## config.mk

```make
export PLATFORM = sky130hd
export DESIGN_NAME = pack_s3_ctrl
export DESIGN_NICKNAME = d
export VERILOG_FILES = /design/src/rtl/pack_s3_ctrl.sv
export SDC_FILE = /design/constraint.sdc
export NUM_CORES = 1
export LEC_CHECK = 0
export ABC_AREA = 0
export ABC_CLOCK_PERIOD_IN_PS = 3000
export CORE_MARGIN = 10
export CORE_UTILIZATION = 45
export CTS_BUF_LIST = sky130_fd_sc_hd__clkbuf_2
export DETAILED_ROUTE_END_ITERATION = 12
export PLACE_DENSITY = 0.79
export SYNTH_ARGS = -nofsm -noshare
export SYNTH_HDL_FRONTEND = slang
export SYNTH_SLANG_ARGS = --single-unit
```

## constraint.sdc

```tcl
create_clock -name local_clk -period 3 [get_ports local_clk]
set_input_delay 0.6 -clock local_clk [delete_from_list [all_inputs] [get_ports local_clk]]
set_output_delay 0.6 -clock local_clk [all_outputs]
set_load 0.02 [all_outputs]
```

## src/rtl/pack_s3_ctrl.sv

```systemverilog
// pack_s3_ctrl: sequences packing of one hash block, word by word, driving two trit5_to_bit8 converters and a SIPO.
// Optional abort input is enabled by defining PACK_S3_CTRL_ABORT_EN.
module pack_s3_ctrl #(
    parameter int WORDS  = 68,
    parameter int PHASES = 4
) (
    input  logic       local_clk,
    input  logic       rst,
    input  logic       start,
`ifdef PACK_S3_CTRL_ABORT_EN
    input  logic       abort,
`endif
    output logic [6:0] word_idx,
    output logic [1:0] count,
    output logic       conv_rst,
    output logic       sipo_clr,
    output logic       shift_en,
    output logic       stop,
    output logic       busy,
    output logic       done
);

    typedef enum logic [2:0] {IDLE, CLR, CONV, SHIFT, DONE} state_t;

    localparam logic [6:0] LAST_WORD  = 7'(WORDS - 1);
    localparam logic [1:0] LAST_PHASE = 2'(PHASES - 1);

    state_t     state_q, state_d;
    logic [6:0] word_idx_q, word_idx_d;
    logic [1:0] count_q, count_d;
    logic       conv_rst_q, conv_rst_d;
    logic       sipo_clr_q, sipo_clr_d;
    logic       shift_en_q, shift_en_d;
    logic       stop_q, stop_d;
    logic       busy_q, busy_d;
    logic       done_q, done_d;
    logic       abort_hit;

    always_comb begin
        // NOTE: every signal gets a default before the case so no path can infer a latch.
        state_d    = state_q;
        word_idx_d = word_idx_q;
        count_d    = count_q;
`ifdef PACK_S3_CTRL_ABORT_EN
        abort_hit  = abort && (state_q != IDLE);
`else
        abort_hit  = 1'b0;
`endif

        case (state_q)
            IDLE: begin
                if (start) begin
                    state_d    = CLR;
                    word_idx_d = 7'd0;
                end
            end
            CLR:  state_d = CONV;
            CONV: begin
                if (count_q == LAST_PHASE) state_d = SHIFT;
                else                       count_d = count_q + 2'd1;
            end
            SHIFT: begin
                if (word_idx_q == LAST_WORD) begin
                    state_d = DONE;
                end else begin
                    state_d    = CLR;
                    word_idx_d = word_idx_q + 7'd1;
                end
            end
            DONE:    state_d = IDLE;
            default: state_d = IDLE;
        endcase

        // Abort overrides whatever the sequence wanted, including SHIFT->DONE.
        if (abort_hit) state_d = IDLE;

        // Outputs are decoded from the next state so they are registered alongside it.
        if (state_d == CLR) count_d = 2'd0;
        conv_rst_d = (state_d == CLR);
        sipo_clr_d = ((state_q == IDLE) && (state_d == CLR)) || abort_hit;
        shift_en_d = (state_d == SHIFT);
        stop_d     = (state_d != SHIFT);
        busy_d     = (state_d != IDLE);
        done_d     = (state_d == DONE);
    end

    // NOTE: sequential state uses non-blocking assignments so all flops update from pre-edge values.
    always_ff @(posedge local_clk or posedge rst) begin
        if (rst) begin
            state_q    <= IDLE;
            word_idx_q <= 7'd0;
            count_q    <= 2'd0;
            conv_rst_q <= 1'b1;
            sipo_clr_q <= 1'b1;
            shift_en_q <= 1'b0;
            stop_q     <= 1'b1;
            busy_q     <= 1'b0;
            done_q     <= 1'b0;
        end else begin
            state_q    <= state_d;
            word_idx_q <= word_idx_d;
            count_q    <= count_d;
            conv_rst_q <= conv_rst_d;
            sipo_clr_q <= sipo_clr_d;
            shift_en_q <= shift_en_d;
            stop_q     <= stop_d;
            busy_q     <= busy_d;
            done_q     <= done_d;
        end
    end

    assign word_idx = word_idx_q;
    assign count    = count_q;
    assign conv_rst = conv_rst_q;
    assign sipo_clr = sipo_clr_q;
    assign shift_en = shift_en_q;
    assign stop     = stop_q;
    assign busy     = busy_q;
    assign done     = done_q;

endmodule

```

==> results of run 1 <==
kinds of logic after synthesis:
group	count (synthesis)	share of synthesized area
AND/OR/NAND/NOR	28	0.217
AO/OA/AOI/OAI	12	0.0917
adder cells (fa/ha/maj)	2	0.0296
flip-flops	18	0.537
multiplexers	4	0.0473
XOR/XNOR	2	0.0207
buffers and inverters	9	0.0562
placed cells by master (no fill, tap or decap), drive strengths merged:
master,netlist,final
or4,1,1
clkdlybuf4s50,0,17
a31oi,1,1
clkbuf,0,3
nand3b,1,1
xnor2,2,2
nor4b,2,2
nor3,5,5
ha,2,2
o31ai,3,3
nand2,6,6
o311ai,1,1
o21ai,2,2
nor2,2,2
o211ai,1,1
inv,5,5
nand4b,1,1
nand2b,1,1
nand3,2,2
nor4,2,2
or4b,1,1
dfstp,3,3
mux2i,4,4
dfrtp,15,15
or3,2,2
nand4,1,1
nand4bb,1,1
clkinv,0,1
a21o,1,1
a21oi,3,3
metal layers:
| layer | global-route usage | vias to the layer above | routed length [um] |
|---|---|---|---|
| met1 | 0.102 | 320 | 715 |
| met4 | 0.0519 | 0 | 12 |
| met5 | 0 | - | 0 |
| li1 | - | 303 | - |
| met2 | 0.143 | 28 | 840 |
| met3 | 0.0283 | 2 | 122 |
synth_stat cells (all sizes together):
library cell,instances,area [um2]
dfrtp,15,375
nand2,6,22.5
inv,5,18.8
nor3,5,25.0
buf,4,28.8
mux2i,4,40.0
a21oi,3,15.0
dfstp,3,78.8
o31ai,3,22.5
ha,2,25.0
nand3,2,10.0
nor2,2,7.51
nor4,2,12.5
nor4b,2,23.8
o21ai,2,10.0
or3,2,12.5
xnor2,2,17.5
a21o,1,7.51
a31oi,1,6.26
nand2b,1,6.26
nand3b,1,20.0
nand4,1,6.26
nand4b,1,8.76
nand4bb,1,11.3
o211ai,1,7.51
o311ai,1,8.76
or4,1,7.51
or4b,1,10.0
power by group through the flow:
stage          Combinational, uW  Sequential (uW)  Clock, uW
2_1_floorplan                225              412          0
4_1_cts                      356              393        106
3_5_place_dp                 353              398          0
6_report                     350              393        103
5_1_grt                      388              406        117
3_3_place_gp                 346              394          0
flip-flops by register name (all words and copies together), names as in the netlist:
signal	cells
state_q	3
shift_en	1
done	1
count	2
sipo_clr	1
busy	1
word_idx	7
stop	1
conv_rst	1
area by class of cell:
class	count	area share
multi-input cells	48	0.332
clock inverters	1	0.00362
flip-flops and latches	18	0.438
clock buffers	3	0.0145
inverters	5	0.0181
repair buffers	17	0.164
well taps	25	0.0302
stage by stage:
stage | worst slack (ns) | util | instances
floorplan | 1.51 | - | 75
global placement | 0.954 | 0.584 | 113
detailed placement | 0.961 | 0.584 | 113
CTS | 0.855 | 0.594 | 117
global route | 0.776 | 0.594 | 117
finish | 0.863 | 0.594 | 117
final timing paths:
path / start / to / slack (ns) / depth (start not counted)
max reg2reg: state_q[0] / count[1] / 1.42 / 3
max: word_idx[3] / word_idx[3] / 0.86 / 1
min: word_idx[0] / word_idx[0] / 0.55 / 1
max in group asynchronous: rst / count[1] / 1.92 / 2
min in group asynchronous: rst / done / 0.67 / 2
min reg2reg: word_idx[0] / word_idx[0] / 0.55 / 1
==> flow_metrics.env, run 1 <==
export IMPL_nFillCells=158
export IMPL_cp_num_buf_inv=1
export IMPL_worstPathArrival_ns=1.54
export IMPL_ff_latch_area_um2=454
export IMPL_cts_root_buffer="clkbuf_2"
export IMPL_fmax_mhz=468
export IMPL_row_count=15
export IMPL_status="complete, no violations"
export IMPL_drc=0
export IMPL_grt_pass1_vias=664
export IMPL_grt_max_degree=19
export IMPL_whs_ns=0.552
export IMPL_hold_buffers=0
export IMPL_endpoint_kind="output pin"
export IMPL_critPathTopFamily="buffers and inverters"
export IMPL_clock_path_buffers=2
export IMPL_syn_avg_cell_area_um2=11.3
export IMPL_post_cts_buffers=0
export IMPL_power_density_mw_per_mm2=815
export IMPL_worstPathMaxFanout=11
export IMPL_cts_buffers=3
export IMPL_swShare=0.397
export IMPL_port_buffers=17
export IMPL_worstPathRequired_ns=2.40
export IMPL_start_util=0.485
export IMPL_vias=653
export IMPL_max_stage_delay_ns=0.67
export IMPL_ys_seq_elements=18
export IMPL_syn_nets=80
export IMPL_pwr_share_comb=0.413
export IMPL_cp_slowest_cell="clkdlybuf4s50_1"
export IMPL_leakagePower_uw=0.000438
export IMPL_die_height_um=63.4
export IMPL_syn_area_um2=846
export IMPL_drt_pre_antenna_iters=4
export IMPL_place_congestion=0.802
export IMPL_slew_limit_headroom=0.565
export IMPL_ios=18
export IMPL_drtIter0Drc=23
export IMPL_grt_antenna_before_repair=0
export IMPL_wl_mm=1.69
export IMPL_synth_cell_types=32
export IMPL_routedWlPerCell_um=14.4
export IMPL_area_growth_pct=22.6
export IMPL_grt_pass1_wl_mm=3.00
export IMPL_yosysWarnings=0
export IMPL_hold_path_class="register to register"
export IMPL_die_x_um=63.4
export IMPL_clock_latency_ns=0.30
export IMPL_rsz0062_at_grt="false"
export IMPL_worstSetupPathType="register to output pin"
export IMPL_final_setup_viol_count=0
export IMPL_report_final_slew_viol_count=0
export IMPL_worstSetupStartpointType="register"
export IMPL_fin_worst_skew_ns=0.00645
export IMPL_ant_nets=0
export IMPL_hpwl_mm=1.25
export IMPL_post_cts_resize_count=0
export IMPL_clk_pin_slew_ns=0.17
export IMPL_cts_tree="built"
export IMPL_tightestPinTransition_ns=0.651
export IMPL_core_area_mm2=0.00175
export IMPL_postPlaceCellArea_mm2=0.00102
export IMPL_ir_worst_vdd_uv=405
export IMPL_htree_levels=1
export IMPL_post_route_min_period_ns=2.14
export IMPL_postSynthCellCount=75
export IMPL_path_cells="clkdlybuf4s50_1"
export IMPL_overflow=0
export IMPL_die_area_mm2=0.00401
export IMPL_grt_use_total=0.0895
export IMPL_clock_sinks=18
export IMPL_vias_per_cell=5.58
export IMPL_diodes=0
export IMPL_final_nets=98
export IMPL_hold_violations=0
export IMPL_p_total_uw=846
export IMPL_finalInstanceArea_mm2=0.00104
export IMPL_switchingPower_uw=336
export IMPL_finalCritPeriodShare=0.712
export IMPL_multi_input_area_um2=344
export IMPL_drive_gt1_frac=0.0978
export IMPL_seq_power_share=0.465
export IMPL_cap_violations=0
export IMPL_setup_tns_ns=0
export IMPL_power_internal_uw=510
export IMPL_ys_seq_area_frac=0.537
export IMPL_clockPowerShare=0.122
No activity file was read; power rests on OpenSTA's default activity.
==> inputs of run 2 (changes only) <==
--- a/config.mk
+++ b/config.mk
@@ -6,12 +6,12 @@
 export NUM_CORES = 1
 export LEC_CHECK = 0
 export ABC_AREA = 0
-export ABC_CLOCK_PERIOD_IN_PS = 3000
+export ABC_CLOCK_PERIOD_IN_PS = 1750
 export CORE_MARGIN = 10
 export CORE_UTILIZATION = 45
 export CTS_BUF_LIST = sky130_fd_sc_hd__clkbuf_2
 export DETAILED_ROUTE_END_ITERATION = 12
-export PLACE_DENSITY = 0.79
+export PLACE_DENSITY = 0.82
 export SYNTH_ARGS = -nofsm -noshare
 export SYNTH_HDL_FRONTEND = slang
 export SYNTH_SLANG_ARGS = --single-unit
==> constraint.sdc (replaced) <==
create_clock -name local_clk -period 1.75 [get_ports local_clk]
set_input_delay 0.35 -clock local_clk [delete_from_list [all_inputs] [get_ports local_clk]]
set_output_delay 0.35 -clock local_clk [all_outputs]
set_load 0.02 [all_outputs]
==> run 2 against run 1 <==
Clock power is 72% higher; worst setup slack worse by 0.77 ns; first-iteration DRC count down 52%; register-to-register slack got worse by 1.3 ns; sequential power increased by 65%; total power is 72% higher; via count increased by 2.6%; critical path depth stayed put; flip-flop and latch count is the same; critical endpoint is now count[0].
==> flow_metrics.env, run 2 (synthesis results as in run 1) <==
export IMPL_status="complete, no violations"
export IMPL_seq_power_share=0.445
export IMPL_start_util=0.485
export IMPL_die_height_um=63.4
export IMPL_grt_max_degree=19
export IMPL_cts_tree="built"
export IMPL_p_total_uw=1460
export IMPL_post_cts_buffers=0
export IMPL_path_cells="clkdlybuf4s50_1"
export IMPL_cts_buffers=3
export IMPL_overflow=0
export IMPL_power_density_mw_per_mm2=1330
export IMPL_hold_path_class="input pin to asynchronous set/reset pin"
export IMPL_diodes=0
export IMPL_final_cell_mix="dfrtp_1 (15), clkdlybuf4s50_1 (9), buf_4 (7)"
export IMPL_max_stage_delay_ns=0.62
export IMPL_ios=18
export IMPL_clock_sinks=18
export IMPL_ir_worst_vdd_uv=720
export IMPL_clockPowerShare=0.122
export IMPL_routedWlPerCell_um=13.9
export IMPL_drt_pre_antenna_iters=4
export IMPL_finalCritPeriodShare=0.949
export IMPL_row_count=15
export IMPL_clk_pin_slew_ns=0.17
export IMPL_vias=670
export IMPL_cts_root_buffer="clkbuf_2"
export IMPL_hpwl_mm=1.32
export IMPL_tightestPinTransition_ns=0.461
export IMPL_worstSetupPathType="register to output pin"
export IMPL_wl_mm=1.73
export IMPL_report_final_slew_viol_count=0
export IMPL_ant_nets=0
export IMPL_power_internal_uw=893
export IMPL_place_congestion=0.841
export IMPL_core_area_mm2=0.00175
export IMPL_busiest_layer="met2"
export IMPL_rsz0062_at_grt="false"
export IMPL_slew_limit_headroom=0.691
export IMPL_post_route_min_period_ns=1.66
export IMPL_leakagePower_uw=0.000534
export IMPL_port_buffers=17
export IMPL_hold_buffers=0
export IMPL_pre_cts_ws_ns=-0.0600
export IMPL_vias_per_cell=5.40
export IMPL_layout_setup_ws_ns=0.0893
export IMPL_worstSetupStartpointType="register"
export IMPL_final_common_cell="dfrtp_1"
export IMPL_pwr_share_comb=0.433
export IMPL_fin_worst_skew_ns=0.0138
export IMPL_cp_num_buf_inv=1
export IMPL_grt_use_total=0.0886
export IMPL_worstPathArrival_ns=1.31
export IMPL_drtIter0Drc=11
export IMPL_grt_pass1_wl_mm=3.02
export IMPL_cap_violations=0
export IMPL_hold_violations=0
export IMPL_critPathTopFamily="buffers and inverters"
export IMPL_grt_antenna_before_repair=0
export IMPL_drc=0
export IMPL_final_setup_viol_count=0
export IMPL_switchingPower_uw=562
export IMPL_drive_gt1_frac=0.172
export IMPL_endpoint_kind="output pin"
export IMPL_largest_reg_flops=7
export IMPL_grt_met2_usage=0.155
export IMPL_die_area_mm2=0.00401
export IMPL_area_growth_pct=29.1
export IMPL_final_nets=105
export IMPL_whs_ns=0.354
export IMPL_grt_pass1_vias=683
export IMPL_clock_path_buffers=2
export IMPL_use_met3=0.0265
export IMPL_fmax_mhz=602
export IMPL_swShare=0.386
export IMPL_worstPathRequired_ns=1.40
export IMPL_htree_levels=1
export IMPL_cp_slowest_cell="clkdlybuf4s50_1"
export IMPL_use_met1=0.0983
export IMPL_worstPathMaxFanout=3
export IMPL_die_x_um=63.4
export IMPL_clock_latency_ns=0.28
[run 2: changes by cell type in the layout (fill, tap and decap cells not counted), sizes merged]
cell           change
clkdlybuf4s50      -8
dlymetal6s2s       +3
clkbuf             +1
buf                +7
dlygate4sd2        +5
clkinv             -1
[run 2: worst paths after layout]
path / from / cells after the start / slack (ns) / to
max in group asynchronous: rst / 3 / 1.13 / sipo_clr
worst max-delay path: count[0] / 1 / 0.09 / count[0]
worst min register to register: word_idx[0] / 1 / 0.54 / word_idx[0]
worst min-delay path: rst / 3 / 0.35 / state_q[2]
worst max register to register: state_q[0] / 3 / 0.17 / count[0]
min in group local_clk: word_idx[0] / 1 / 0.54 / word_idx[0]
[run 2: stage by stage]
step / utilization / instances / setup TNS (ns) / area [um2]
global placement: 0.614 / 120 / -0.0682 / 1070
detailed placement: 0.614 / 120 / -0.296 / 1070
floorplan: - / 75 / 0 / 846
CTS: 0.622 / 124 / 0 / 1080
global route: 0.626 / 124 / 0 / 1090
finish: 0.626 / 124 / 0 / 1090
[run 2: layout make-up]
cell class	instances	area, um2
fill	161	653
sequential	18	454
multi-input combinational	48	344
timing repair buffer	24	224
tap	25	31.3
clock buffer	4	20.0
inverter	5	18.8
[run 2: power groups by stage]
| stage | combinational [uW] | sequential (uW) | clock, uW |
|---|---|---|---|
| 2_1_floorplan | 386 | 707 | 0 |
| 3_3_place_gp | 648 | 657 | 0 |
| 3_5_place_dp | 667 | 659 | 0 |
| 4_1_cts | 649 | 650 | 186 |
| 5_1_grt | 703 | 669 | 208 |
| 6_report | 630 | 648 | 177 |
[run 2: routing by layer]
layer | up-vias | share of wire
li1 | 325 | -
met1 | 332 | 0.44
met2 | 11 | 0.50
met3 | 2 | 0.049
met4 | 0 | 0.0075
met5 | - | 0
[run 2: what timing repair did]
item / in CTS / in global routing
endpoints found under the setup margin: 5 / 3
cloned: 0 / 0
resized for setup: 5 / 3
